--- src/rtl/sprite_rom_arbiter.sv ---
// sprite_rom_arbiter: shares one synchronous sprite ROM read port between the Tom (A)
// and Jerry (B) drawers; round-robin or A-priority grant, tagged fixed-latency return.
module sprite_rom_arbiter #(
   parameter int ADDR_W = 20,
   parameter int DATA_W = 12,
   parameter int RD_LAT = 2
) (
   input  logic              clk,
   input  logic              rst,
   input  logic              prio_a,
   input  logic              req_a,
   input  logic [ADDR_W-1:0] addr_a,
   output logic              gnt_a,
   output logic              rvalid_a,
   output logic [DATA_W-1:0] rdata_a,
   input  logic              req_b,
   input  logic [ADDR_W-1:0] addr_b,
   output logic              gnt_b,
   output logic              rvalid_b,
   output logic [DATA_W-1:0] rdata_b,
   output logic              mem_en,
   output logic [ADDR_W-1:0] mem_addr,
   input  logic [DATA_W-1:0] mem_rdata
);

   typedef enum logic {PTR_A = 1'b0, PTR_B = 1'b1} ptr_e;

   ptr_e              ptr_r;
   ptr_e              ptr_nxt_s;
   logic              win_a_s;
   logic              win_b_s;
   logic              accept_s;
   logic              mem_en_r;
   logic [ADDR_W-1:0] mem_addr_r;
   logic [RD_LAT:0]   tag_vld_r;
   logic [RD_LAT:0]   tag_own_r;
   logic              rvalid_a_r;
   logic              rvalid_b_r;
   logic [DATA_W-1:0] rdata_a_r;
   logic [DATA_W-1:0] rdata_b_r;

   // Grant decision and next round-robin pointer
   always_comb begin
      win_a_s   = 1'b0;
      win_b_s   = 1'b0;
      ptr_nxt_s = ptr_r;
      if (rst) begin
         win_a_s = 1'b0;
      end else if (req_a && req_b) begin
         // forced priority leaves the pointer where it was
         if (prio_a) begin
            win_a_s = 1'b1;
         end else if (ptr_r == PTR_A) begin
            win_a_s   = 1'b1;
            ptr_nxt_s = PTR_B;
         end else begin
            win_b_s   = 1'b1;
            ptr_nxt_s = PTR_A;
         end
      end else if (req_a) begin
         win_a_s   = 1'b1;
         ptr_nxt_s = PTR_B;
      end else if (req_b) begin
         win_b_s   = 1'b1;
         ptr_nxt_s = PTR_A;
      end else begin
         ptr_nxt_s = ptr_r;
      end
   end

   assign accept_s = win_a_s | win_b_s;
   assign gnt_a    = win_a_s;
   assign gnt_b    = win_b_s;

   // Round-robin pointer register
   always_ff @(posedge clk or posedge rst) begin
      if (rst) begin
         ptr_r <= PTR_A;
      end else begin
         ptr_r <= ptr_nxt_s;
      end
   end

   // ROM request issue; the address holds while idle
   always_ff @(posedge clk or posedge rst) begin
      if (rst) begin
         mem_en_r   <= 1'b0;
         mem_addr_r <= {ADDR_W{1'b0}};
      end else if (accept_s) begin
         mem_en_r   <= 1'b1;
         mem_addr_r <= win_b_s ? addr_b : addr_a;
      end else begin
         mem_en_r   <= 1'b0;
      end
   end

   // Owner tag pipeline, aligned so the last stage matches the ROM word
   always_ff @(posedge clk or posedge rst) begin
      if (rst) begin
         tag_vld_r <= {(RD_LAT+1){1'b0}};
         tag_own_r <= {(RD_LAT+1){1'b0}};
      end else begin
         tag_vld_r <= {tag_vld_r[RD_LAT-1:0], accept_s};
         tag_own_r <= {tag_own_r[RD_LAT-1:0], win_b_s};
      end
   end

   // Return routing of each ROM word to its owner
   always_ff @(posedge clk or posedge rst) begin
      if (rst) begin
         rvalid_a_r <= 1'b0;
         rvalid_b_r <= 1'b0;
         rdata_a_r  <= {DATA_W{1'b0}};
         rdata_b_r  <= {DATA_W{1'b0}};
      end else if (tag_vld_r[RD_LAT]) begin
         if (tag_own_r[RD_LAT]) begin
            rvalid_a_r <= 1'b0;
            rvalid_b_r <= 1'b1;
            rdata_b_r  <= mem_rdata;
         end else begin
            rvalid_a_r <= 1'b1;
            rvalid_b_r <= 1'b0;
            rdata_a_r  <= mem_rdata;
         end
      end else begin
         rvalid_a_r <= 1'b0;
         rvalid_b_r <= 1'b0;
      end
   end

   assign mem_en   = mem_en_r;
   assign mem_addr = mem_addr_r;
   assign rvalid_a = rvalid_a_r;
   assign rvalid_b = rvalid_b_r;
   assign rdata_a  = rdata_a_r;
   assign rdata_b  = rdata_b_r;

endmodule
--- config.mk ---
export PLATFORM = sky130hd
export DESIGN_NAME = sprite_rom_arbiter
export DESIGN_NICKNAME = d
export VERILOG_FILES = /design/src/rtl/sprite_rom_arbiter.sv
export SDC_FILE = /design/constraint.sdc
export NUM_CORES = 1
export LEC_CHECK = 0
export ABC_AREA = 1
export BUFFER_PORTS_ARGS = -buffer_cell sky130_fd_sc_hd__clkbuf_2
export CAP_MARGIN = 20
export CORE_MARGIN = 5
export CORE_UTILIZATION = 40
export DETAILED_ROUTE_END_ITERATION = 8
export MAX_ROUTING_LAYER = met4
export PLACE_DENSITY = 0.7
export SYNTH_ARGS = -nofsm -noshare
export SYNTH_HDL_FRONTEND = slang
export SYNTH_SLANG_ARGS = --single-unit
--- constraint.sdc ---
create_clock -name clk -period 5.5 [get_ports clk]
set_clock_uncertainty 0.1 [all_clocks]
set_input_delay 0.55 -clock clk [delete_from_list [all_inputs] [get_ports clk]]
set_output_delay 0.55 -clock clk [all_outputs]
set_load 0.005 [all_outputs]
==> metrics.yaml, run 1 <==
run_status:
  status: "complete, no violations"
global_routing:
  first_global_vias: 2050
  grt.total_usage: 0.1605
  grt_max_degree: 39
  grt_pass1_wl_um: 9377
  grt_overflow_total: 0
  antenna_found_initial: 0
setup_path:
  cp.arrival_ns: 1.63
  cp_num_buf_inv: 3
  slowest_delay_ns: 0.32
  cp.required_ns: 4.85
  crit_fanout: 34
  crit_path_cell_trace: "clkbuf_2 -> nor2_8 -> nand2_4 -> inv_1 -> clkbuf_2"
  crit_path_top_delay_cell: "clkbuf_2"
  critPathKind: "input pin to output pin"
  start_kind: "input pin"
  crit_path_end_kind: "output pin"
  path_common_cell: "clkbuf_2"
  crit_family: "buffers and inverters"
synth:
  ys_ff_latch: 53
  synth-seq-area-share: 0.5588
  synth.distinct_cells: 18
  synthArstFlopShare: 1.000
  synth-adder-area-share: 0
  synth.net_count: 347
  syn_avg_cell_area_sq_um: 8.185
  synthMuxAreaShare: 0
  synth-simple-area-share: 0.2710
  synth_edf_count: 0
  synth_top_family_by_area: "simple AND/OR/NAND/NOR gates"
  yosys-top-cells-area: "dfrtp_1, nand2_1, inv_1"
  synth_compound_area_frac: 0.05799
  syn_area_sq_um: 2374
  synthCells: 290
  synth_common_cells: "nand2_1, dfrtp_1, inv_1"
  synth_xor_area_frac: 0
  synth_area_leader_cell: "dfrtp_1"
  yosys_warnings: 0
  synth-main-ff-cell: "dfrtp_1"
  yosysMostFrequentCell: "nand2_1"
  yosys.area.top_type_share: 0.5588
placement:
  hpwl_um: 4106
  port_buffers: 105
  dp_slack_ns: 3.211
  placed_cells: 459
  gp_congestion: 0.8216
cts:
  clkTransAtPathRegs_ns: 0.09
  htreeDepth: 2
  clk_latency_ns: 0.29
  cts_tree: "built"
  cts_repair_resize_count: 0
  root_buffer: "clkbuf_8"
  post_cts_buffers: 0
  cts.sinks: 53
  hold_buffers: 0
  max-clock-path-buffers: 2
  numCtsBuffers: 5
drt:
  wire_per_inst_um: 11.67
  drt_wl_total_um: 5449
  drtIter0Drc: 50
  firstDrtPassIters: 4
  avgViaCountPerCell: 4.430
  drt_drc_violations_left: 0
  ant_nets: 0
  num_vias: 2069
timing:
  report.final.slew_viol_count: 0
  tightest_slew_ns: 0.6827
  slew-limit-headroom: 0.5438
  setup_viol: 0
  min_period_ns: 2.275
  fmax_mhz: 439.5
  finalCritPeriodShare: 0.4137
  timing.final.ws_setup_ns: 3.225
  final-hold-violation-count: 0
  grt_setup_unrepaired: "false"
  tns_ns: 0
cells_and_area:
  antenna_cells: 0
  nets: 448
  stdcell_count: 467
  areaGrowthSynthToFinish_pct: 27.15
  drive_gt1_frac: 0.3061
floorplan:
  start_util: 0.4057
  row_count: 28
  io_pins: 106
  die_x_um: 87.03
  die_area_sq_um: 7574
  core_sq_um: 5851
  die_h_um: 87.03
power:
  p_per_area_nw_per_um2: 293.0
  peakVddDrop_mv: 0.1039
  p_total_uw: 884.2
  leakage_nw: 1.819
job:
  cap_violations: 0
min_path:
  hold_path.class: "flip-flop to flip-flop"
==> area by class of cell <==
class	instances	area, sq um
Sequential cell	53	1326
Inverter	50	187.7
Timing Repair Buffer	106	545.5
Clock inverter	1	7.507
Clock buffer	7	76.32
Tap cell	75	93.84
Multi-Input combinational cell	175	780.7
Fill cell	590	2833
==> cells by family after synthesis <==
family / after synthesis
AOI/OAI and AO/OA: 27
and+or+nand+nor: 148
buffers and inverters: 62
DFF: 53
==> state kept, by name, summed over array words and instances (netlist names) <==
register,cells
mem_addr,20
ptr_r,1
rdata_a,12
rdata_b,12
rvalid_a,1
rvalid_b,1
tag_own_r,3
tag_vld_r,3
==> placed cells by master, fill, tap and decap left out, types with 2 or more instances in the layout <==
cell,n
clkbuf_2,105
nand2_1,86
dfrtp_1,53
inv_1,47
nor2_1,28
o21ai_0,26
nand3_1,15
nor3_1,13
clkbuf_8,5
inv_2,3
nor2_8,2
clkbuf_1,2
==> per-stage QoR <==
step / hold slack [ns] / cell area (sq um) / util
after floorplan: 0.2312 / 2374 / -
after global placement: 0.2320 / 2914 / 0.4981
after detailed placement: 0.2356 / 2934 / 0.5015
after CTS: 0.2574 / 3018 / 0.5158
after global routing: 0.2664 / 3018 / 0.5158
final: 0.2554 / 3018 / 0.5158
==> layer usage <==
layer | vias up | GRT usage | part of all wire
met5 | - | - | 0
met1 | 911 | 0.2250 | 0.47
met2 | 86 | 0.2326 | 0.43
met3 | 4 | 0.04257 | 0.090
met4 | 0 | 0.03824 | 0.0077
li1 | 1068 | - | -
==> power breakdown <==
| group | internal, mW | total, mW | leakage, nW | switching [mW] |
|---|---|---|---|---|
| clock network | 0.0903 | 0.208 | 0.0385 | 0.117 |
| registers | 0.450 | 0.482 | 0.640 | 0.0321 |
| logic | 0.0889 | 0.195 | 1.14 | 0.106 |
==> final timing paths <==
check / start / to / slack, ns / depth (start not counted)
min: tag_vld_r[1]$_DFF_PP0_ / tag_vld_r[2]$_DFF_PP0_ / 0.26 / 0
min reg2reg: tag_vld_r[1]$_DFF_PP0_ / tag_vld_r[2]$_DFF_PP0_ / 0.26 / 0
min in group asynchronous: rst / mem_addr[2]$_DFFE_PP0P_ / 0.47 / 2
max: rst / gnt_b / 3.22 / 5
max in group asynchronous: rst / rdata_a[2]$_DFFE_PP0P_ / 4.31 / 3
max reg2reg: tag_vld_r[2]$_DFF_PP0_ / rdata_a[9]$_DFFE_PP0P_ / 4.14 / 4
No activity file was read; power rests on OpenSTA's default activity.
==> run 2: changes to the inputs <==
==> constraint.sdc (replaced) <==
create_clock -name clk -period 2.3 [get_ports clk]
set_clock_uncertainty 0.1 [all_clocks]
set_input_delay 0.23 -clock clk [delete_from_list [all_inputs] [get_ports clk]]
set_output_delay 0.23 -clock clk [all_outputs]
set_load 0.005 [all_outputs]
==> metrics.yaml, run 2 (synthesis results as in run 1) <==
cells_and_area:
  areaGrowthSynthToFinish_pct: 28.31
  mostFrequentLayoutCells: "clkbuf_2, nand2_1, dfrtp_1, inv_1, nor2_1"
  stdcell_area_sq_um: 3045
  final_common_cell: "clkbuf_2"
  antenna_cells: 0
  drive_gt1_frac: 0.3104
  stdcell_count: 468
  nets: 449
  largest_register_ff_count: 20
  filler_cell_count: 573
cts:
  clk_latency_ns: 0.29
  hold_buffers: 0
  clkTransAtPathRegs_ns: 0.09
  cts_repair_resize_count: 0
  htreeDepth: 2
  cts.sinks: 53
  cts_tree: "built"
  post_cts_buffers: 0
  numCtsBuffers: 5
  max-clock-path-buffers: 2
  root_buffer: "clkbuf_8"
floorplan:
  die_area_sq_um: 7574
  start_util: 0.4057
  die_x_um: 87.03
  die_h_um: 87.03
  core_sq_um: 5851
  row_count: 28
  io_pins: 106
drt:
  drtIter0Drc: 79
  wire_per_inst_um: 11.87
  firstDrtPassIters: 4
  avgViaCountPerCell: 4.476
  ant_nets: 0
  drt_drc_violations_left: 0
  num_vias: 2095
  drt_wl_total_um: 5555
setup_path:
  slowest_delay_ns: 0.39
  cp.arrival_ns: 1.44
  crit_path_cell_trace: "nand2_1 -> nand2_2 -> nand2_4 -> inv_1 -> clkbuf_2"
  rr_startpoint: "tag_vld_r[2]$_DFF_PP0_"
  start_kind: "flip-flop"
  crit_family: "simple AND/OR/NAND/NOR gates"
  cp.required_ns: 1.97
  crit_path_top_delay_cell: "dfrtp_1"
  critPathKind: "flip-flop to output pin"
  cp_num_buf_inv: 2
  crit_path_end_kind: "output pin"
  crit_fanout: 34
  crit_start: "ptr_r$_DFFE_PP0P_"
power:
  p_per_area_nw_per_um2: 741.9
  leakage_nw: 1.839
  peakVddDrop_mv: 0.3504
timing:
  fin_hold_ws_ns: 0.05913
  report.final.slew_viol_count: 0
  fmax_mhz: 563.6
  finalCritPeriodShare: 0.7714
  setup_viol: 0
  slew-limit-headroom: 0.5292
  tns_ns: 0
  final-hold-violation-count: 0
  min_period_ns: 1.774
  tightest_slew_ns: 0.7045
  grt_setup_unrepaired: "false"
global_routing:
  grt_max_degree: 35
  grt.total_usage: 0.1612
  grt_pass1_wl_um: 9377
  first_global_vias: 2045
  grt_overflow_total: 0
  antenna_found_initial: 0
placement:
  port_buffers: 105
  hpwl_um: 4225
  gp_congestion: 0.8341
  place_area_sq_um: 2929
  placed_cells: 460
job:
  cap_violations: 0
run_status:
  status: "complete, no violations"
min_path:
  hold_path.class: "input pin to flip-flop"
  worst_hold_startpoint: "addr_b[11]"
[run 2: cell types whose count changed in the layout (fill, tap and decap cells not counted), sizes merged]
cell      delta
bufinv       +1
buf          +1
clkinvlp     -1
[run 2: power by group]
| group | total [mW] | switching, mW | internal, mW |
|---|---|---|---|
| sequential | 1.15 | 0.0780 | 1.08 |
| clock | 0.640 | 0.285 | 0.355 |
| combinational | 0.465 | 0.254 | 0.212 |
| total | 2.26 | 0.617 | 1.64 |
[run 2: path summary, 6_finish.rpt]
check,end,depth (start not counted),slack [ns]
hold / removal,mem_addr[11]$_DFFE_PP0P_,3,0.06
setup reg to reg,rdata_a[9]$_DFFE_PP0P_,4,0.92
setup / recovery,gnt_b,5,0.53
max in group asynchronous,ptr_r$_DFFE_PP0P_,3,1.61
min in group asynchronous,mem_addr[14]$_DFFE_PP0P_,3,0.19
hold reg to reg,tag_vld_r[2]$_DFF_PP0_,0,0.25
[run 2: worst register-to-register path: cells and delay by family, from the launching register on]
family | cells | cell delay [ns]
AO/OA/AOI/OAI | 1 | 0.19
flip-flops | 1 | 0.39
buffers and inverters | 2 | 0.52
AND/OR/NAND/NOR | 1 | 0.04
[run 2: per-stage QoR]
step	utilization	setup slack, ns	power (mW)
floorplan	-	0.3157	1.401
global placement	0.5006	0.6846	1.633
detailed placement	0.5006	0.6447	1.649
CTS	0.5205	0.5018	2.293
global route	0.5205	0.3597	2.412
finish	0.5205	0.5257	2.259
[run 2: final cells by class]
| class | count | area [sq um] | area share |
|---|---|---|---|
| inverter | 50 | 187.7 | 0.06163 |
| sequential | 53 | 1326 | 0.4355 |
| multi-input combinational | 175 | 780.7 | 0.2564 |
| tap | 75 | 93.84 | 0.03081 |
| clock inverter | 1 | 30.03 | 0.009860 |
| clock buffer | 7 | 86.33 | 0.02835 |
| timing repair buffer | 107 | 540.5 | 0.1775 |
[run 2: metal layers]
layer  track usage  vias to the layer above  routed length, um
li1              -                     1075                  -
met2        0.2367                       85               2407
met4       0.03399                        0                 18
met1        0.2264                      933               2649
met3       0.04068                        2                480
met5             -                        -                  0
